$ cat config.mk
export PLATFORM = sky130hd
export DESIGN_NAME = seq_restoring_divider_flat
export DESIGN_NICKNAME = d
export VERILOG_FILES = /design/src/rtl/seq_restoring_divider_if.sv /design/src/rtl/seq_restoring_divider.sv /design/src/flat_wrapper.sv
export SDC_FILE = /design/constraint.sdc
export NUM_CORES = 1
export LEC_CHECK = 0
export CAP_MARGIN = 0
export CELL_PAD_IN_SITES_DETAIL_PLACEMENT = 0
export CELL_PAD_IN_SITES_GLOBAL_PLACEMENT = 2
export CORE_MARGIN = 1.5
export CORE_UTILIZATION = 37
export DETAILED_ROUTE_END_ITERATION = 12
export HOLD_SLACK_MARGIN = 0.05
export PLACE_DENSITY = 0.88
export SYNTH_ARGS = -nofsm -noshare
export SYNTH_HDL_FRONTEND = slang
export SYNTH_SLANG_ARGS = --single-unit
$ cat constraint.sdc
create_clock -name clk -period 8 [get_ports clk]
set_input_delay 1.2 -clock clk [delete_from_list [all_inputs] [get_ports clk]]
set_output_delay 1.2 -clock clk [all_outputs]
set_load 0.02 [all_outputs]
$ cat src/rtl/seq_restoring_divider_if.sv
// Handshake and operand/result bundle for the sequential restoring divider.
interface seq_restoring_divider_if #(
  parameter int N = 16
);
  logic         start;
  logic [N-1:0] dividend;
  logic [N-1:0] divisor;
  logic         busy;
  logic         done;
  logic [N-1:0] quotient;
  logic [N-1:0] remainder;
  logic         div_by_zero;

  // Requester side: launches operations, observes results.
  modport master (
    output start, dividend, divisor,
    input  busy, done, quotient, remainder, div_by_zero
  );

  // Divider side.
  modport slave (
    input  start, dividend, divisor,
    output busy, done, quotient, remainder, div_by_zero
  );
endinterface

$ cat src/rtl/seq_restoring_divider.sv
// Sequential unsigned restoring divider: one quotient bit per clock.
// Working registers are kept apart from the result registers so the
// outputs only ever show completed results.
module seq_restoring_divider #(
  parameter int N = 16
) (
  input  logic                 clk,
  input  logic                 rst_n,
  seq_restoring_divider_if.slave dif
);
  localparam int CW = (N > 1) ? $clog2(N) : 1;

  typedef enum logic [1:0] {IDLE, RUN, DONE} state_t;

  state_t         state_q, state_d;
  logic [N-1:0]   divisor_q;
  logic [N-1:0]   work_q;     // dividend shifting out, quotient shifting in
  logic [N-1:0]   rem_q;      // partial remainder; always < divisor, so N bits hold it
  logic [CW-1:0]  count_q;
  logic [N-1:0]   quo_out_q;
  logic [N-1:0]   rem_out_q;
  logic           dbz_q;

  logic           accept;
  logic           last_iter;
  logic [N:0]     shifted;
  logic [N:0]     trial;
  logic [N-1:0]   rem_nxt;
  logic [N-1:0]   work_nxt;

  // A new operation is taken whenever the unit is not iterating.
  assign accept    = dif.start && (state_q != RUN);
  assign last_iter = (count_q == CW'(N-1));

  // One shift-and-subtract step. The trial is N+1 bits: the shifted
  // remainder reaches 2*divisor-1, which overflows N bits for large divisors.
  always_comb begin
    shifted  = {rem_q, work_q[N-1]};
    trial    = shifted - {1'b0, divisor_q};
    rem_nxt  = shifted[N-1:0];
    work_nxt = {work_q[N-2:0], 1'b0};
    if (!trial[N]) begin
      rem_nxt  = trial[N-1:0];
      work_nxt = {work_q[N-2:0], 1'b1};
    end
  end

  // State register.
  always_ff @(posedge clk or negedge rst_n) begin
    if (!rst_n) state_q <= IDLE;
    else        state_q <= state_d;
  end

  // Next-state logic; DONE accepts a new start just like IDLE.
  always_comb begin
    state_d = state_q;
    case (state_q)
      IDLE: if (dif.start) state_d = (dif.divisor == '0) ? DONE : RUN;
      RUN:  if (last_iter) state_d = DONE;
      DONE: if (dif.start) state_d = (dif.divisor == '0) ? DONE : RUN;
            else           state_d = IDLE;
      default: state_d = IDLE;
    endcase
  end

  // Operand capture, iteration, and result registers.
  always_ff @(posedge clk or negedge rst_n) begin
    if (!rst_n) begin
      divisor_q <= '0;
      work_q    <= '0;
      rem_q     <= '0;
      count_q   <= '0;
      quo_out_q <= '0;
      rem_out_q <= '0;
      dbz_q     <= 1'b0;
    end else if (accept) begin
      if (dif.divisor != '0) begin
        divisor_q <= dif.divisor;
        work_q    <= dif.dividend;
        rem_q     <= '0;
        count_q   <= '0;
      end else begin
        // Divide by zero completes on the accepting edge.
        quo_out_q <= '1;
        rem_out_q <= dif.dividend;
        dbz_q     <= 1'b1;
      end
    end else if (state_q == RUN) begin
      rem_q   <= rem_nxt;
      work_q  <= work_nxt;
      count_q <= count_q + CW'(1);
      if (last_iter) begin
        quo_out_q <= work_nxt;
        rem_out_q <= rem_nxt;
        dbz_q     <= 1'b0;
      end
    end
  end

  assign dif.busy        = (state_q == RUN);
  assign dif.done        = (state_q == DONE);
  assign dif.quotient    = quo_out_q;
  assign dif.remainder   = rem_out_q;
  assign dif.div_by_zero = dbz_q;
endmodule

$ cat src/flat_wrapper.sv
// flat-port wrapper written by rule: the top's interface ports become plain ports
module seq_restoring_divider_flat 
#(
  parameter int N = 16
)
  (clk, rst_n, dif_start, dif_dividend, dif_divisor, dif_busy, dif_done, dif_quotient, dif_remainder, dif_div_by_zero);
  seq_restoring_divider_if #(.N(N)) dif_i ();
  input  logic clk;
  input  logic rst_n;
  input wire logic [$bits(dif_i.start)-1:0] dif_start;
  input wire logic [$bits(dif_i.dividend)-1:0] dif_dividend;
  input wire logic [$bits(dif_i.divisor)-1:0] dif_divisor;
  output wire logic [$bits(dif_i.busy)-1:0] dif_busy;
  output wire logic [$bits(dif_i.done)-1:0] dif_done;
  output wire logic [$bits(dif_i.quotient)-1:0] dif_quotient;
  output wire logic [$bits(dif_i.remainder)-1:0] dif_remainder;
  output wire logic [$bits(dif_i.div_by_zero)-1:0] dif_div_by_zero;
  assign dif_i.start = dif_start;
  assign dif_i.dividend = dif_dividend;
  assign dif_i.divisor = dif_divisor;
  assign dif_busy = dif_i.busy;
  assign dif_done = dif_i.done;
  assign dif_quotient = dif_i.quotient;
  assign dif_remainder = dif_i.remainder;
  assign dif_div_by_zero = dif_i.div_by_zero;
  seq_restoring_divider #(.N(N)) u_core (.clk(clk), .rst_n(rst_n), .dif(dif_i));
endmodule
==> impl_results.md <==
- Post-Synthesis Cells: 475
- Maximum buffer depth of the clock tree: 2
- IR Drop Worst-Case VDD: 155.7 uV
- Parity-gate share of the synthesized area counting xor and xnor cells: 0.02431
- Setup slack of the most critical reg-to-reg path: 4.94 ns
- Count of pins on the block boundary: 70
- Start point of the worst hold path: u_core.dif.quotient[5]
- Transition time at the pin with the least slew margin: 0.8192 ns
- Number of gates resized after cts: 0
- Ys async rst share: 1.000
- Leading cell types in the layout, fill and taps excluded: 87 x dfrtp_1, 75 x nand2_1, 68 x clkdlybuf4s50_1
- Root buffer cell: clkbuf_16
- Clock tree from TritonCTS: yes
- Hold-fix buffer count after cts: 0
- Critical path, cell by cell: clkdlybuf4s50_1, and2_1, buf_4, nand2_1, nand2_1, buf_4, mux2_2
- Initial standard-cell utilization of the core: 0.3851
- Most common cell after layout, fill and taps aside: dfrtp_1
- Worst R2R Path Depth: 7
- Category of the critical setup timing path: primary input to flop
- Global routing usage summed across all routing layers: 0.1840
- Area of the mapped netlist: 0.004683 mm^2
- Deepest level of the CTS H-tree: 3
- Synthesized area per cell: 9.859 um^2
- Quantity of I/O buffers inserted on ports: 69
- Slew margin rel.: 0.4539
- Buffers inserted during post-CTS setup optimization: 0
- Worst Clk Skew: 0.008549 ns
- Max Clock Freq: 284.5 MHz
- YS warnings: 0
- Share of cell area taken by muxes after synthesis: 0.06759
- Endpoint of the lowest-slack register-to-register path: u_core.rem_q[8]
- Vias per cell: 5.266
- 1st-iter DRT viols: 158
- Clock transition at the registers of the reported paths: 0.07 ns
- Vias: 3728
- Antenna diode count: 0
- Routability cong.: 0.8073
- Worst Hold Path EP: u_core.dif.quotient[5]
- Complex-gate fraction of the synthesized area: 0.1929
- Power density cells: 530.6 mW/mm^2
- Overall die height: 115.5 um
- Required @ worst endpoint: 8.23 ns
- Share of synthesized area occupied by flip-flops and latches: 0.4649
- Setup-failing EPs final: 0
- Final design utilization: 0.4762
- Crit-path slowest cell: clkdlybuf4s50_1
- # rows: 40
- Hold Vio Cnt, Final: 0
- Core box area: 0.01216 mm^2
- Beginning of the worst register-to-register path: u_core.state_q[0]
- Cell type group with the largest total delay on the critical path: buffers and inverters
- Number of max-cap violations: 0
- Critical path peak fanout: 45
- Type of element launching the critical path: primary input
- Final wirelength: 11.62 mm
- Final nets: 588
- Sinks on the clock net: 87
- Via count of the first global-routing pass: 3689
- Layout cells sized above 1: 0.1167
- Buffers plus inverters on the worst setup path: 3
- Adder and majority gate portion of the synthesized area: 0.04969
- EDFF count, synth: 0
- Layout Area Growth over Synthesis: 23.67%
- RSZ-0062 raised after global routing: false
- Number of synthesized register bits: 87
- Place WS: 4.125 ns
- Die area: 0.01334 mm^2
- Leakage power of the design: 2.463 nW
- Global-route congestion overflow total: 0
- First-pass GRT wire length: 18.95 mm
- Clock latency on the worst-skew pair: 0.34 ns
- Antenna viol nets, final: 0
- Result of the run: finished, final reports clean
- Worst min-delay path class: flop to flop
- Initial antenna violation count: 0
- Area fraction in and, or, nand and nor cells after synthesis: 0.1507
- Number of slew-limit violations in the final report: 0
- Count of distinct cell types in the synthesized netlist: 64
- DRC violations left: 0
- Dpl hpwl: 8.633 mm
- Clock period minus final worst setup slack: 3.515 ns
- Main combinational cell family by area after synthesis: compound AO/OA/AOI/OAI gates
- Hold Path Cell Cnt: 1
- Fin Setup TNS: 0 ns
- Final Cycle Share: 0.4394
- Crit path largest cell delay: 0.53 ns
- TritonCTS Buffers: 9
- Chip width: 115.5 um
- Top_reg_cell synth: dfrtp_1
- Worst Path Arrival: 3.74 ns
- Wire length per cell after detailed routing: 16.41 um
- Net count after synthesis: 528
- Crit end category: flop
- Pin count of the biggest net entering global routing: 62
- 1st-pass router iterations: 4
- Final setup margin: 4.485 ns
[cell families (layout without fill, tap and decap cells)]
group	Yosys count	after routing
xor gates and xnor gates	13	13
buffers and inverters	47	112
adders and majority gates	18	18
muxes	29	29
DFF	87	87
and+or+nand+nor	150	150
AOI/OAI and AO/OA	131	131
[through the flow]
step,hold slack [ns],area [um^2],power [mW],cells
finish,0.4858,5792,3.073,708
global route,0.5020,5792,3.318,708
CTS,0.4914,5792,3.090,708
detailed placement,0.4771,5472,2.629,692
global placement,0.4711,5472,2.597,692
floorplan,0.4726,4683,2.126,475
[flip-flops by register name, indices dropped and copies added, names as in the netlist]
signal                  count
u_core.rem_q               16
u_core.dif.remainder       16
u_core.divisor_q           16
u_core.work_q              16
u_core.state_q              2
u_core.count_q              4
u_core.dif.div_by_zero      1
u_core.dif.quotient        16
[layer usage]
layer  share of wire  vias to the layer above  GRT usage
met5               0                        -          0
met4           0.011                        0    0.05350
met3           0.056                       10    0.03661
met2            0.45                      103     0.2966
met1            0.49                     1789     0.2522
li1                -                     1826          -
[synth_stat cells (5+ instances only)]
| library cell | number | area share |
|---|---|---|
| a21oi_1 | 20 | 0.021 |
| a31oi_1 | 20 | 0.027 |
| buf_2 | 6 | 0.0064 |
| clkbuf_1 | 13 | 0.010 |
| dfrtp_1 | 87 | 0.46 |
| ha_1 | 17 | 0.045 |
| inv_1 | 20 | 0.016 |
| mux2_2 | 21 | 0.050 |
| mux2i_1 | 8 | 0.017 |
| nand2_1 | 75 | 0.060 |
| nand3_1 | 5 | 0.0053 |
| nand4_1 | 7 | 0.0094 |
| nor2_1 | 33 | 0.026 |
| o21ai_0 | 32 | 0.034 |
| o22a_1 | 21 | 0.039 |
| xnor2_1 | 8 | 0.015 |
| xor2_1 | 5 | 0.0094 |
[how the worst max path moves through the flow]
stage	from	endpoint	slack (ns)	cells after the start
6_report	dif_start	u_core.rem_q[8]	4.48	7
5_1_grt	dif_start	u_core.rem_q[2]	4.27	7
4_1_cts	u_core.state_q[0]	dif_busy	4.46	3
3_5_place_dp	dif_start	u_core.rem_q[8]	4.13	7
3_3_place_gp	dif_divisor[3]	u_core.rem_q[8]	4.14	7
2_1_floorplan	dif_divisor[4]	u_core.dif.remainder[10]	5.34	8
[report_power, final]
group	total, mW	leakage [nW]	internal (mW)	switching (mW)
registers	0.831	1.02	0.665	0.165
logic	1.79	1.29	0.793	0.994
clock network	0.455	0.156	0.275	0.181
[final cells by class]
class	instances	area [um^2]
flip-flops and latches	87	2177
repair buffers	75	733.2
clock inverters	7	95.09
well taps	168	210.2
inverters	21	78.83
multi-input cells	341	2272
clock buffers	9	225.2
fillers	1173	6370
(Power assumes the default switching activity.)
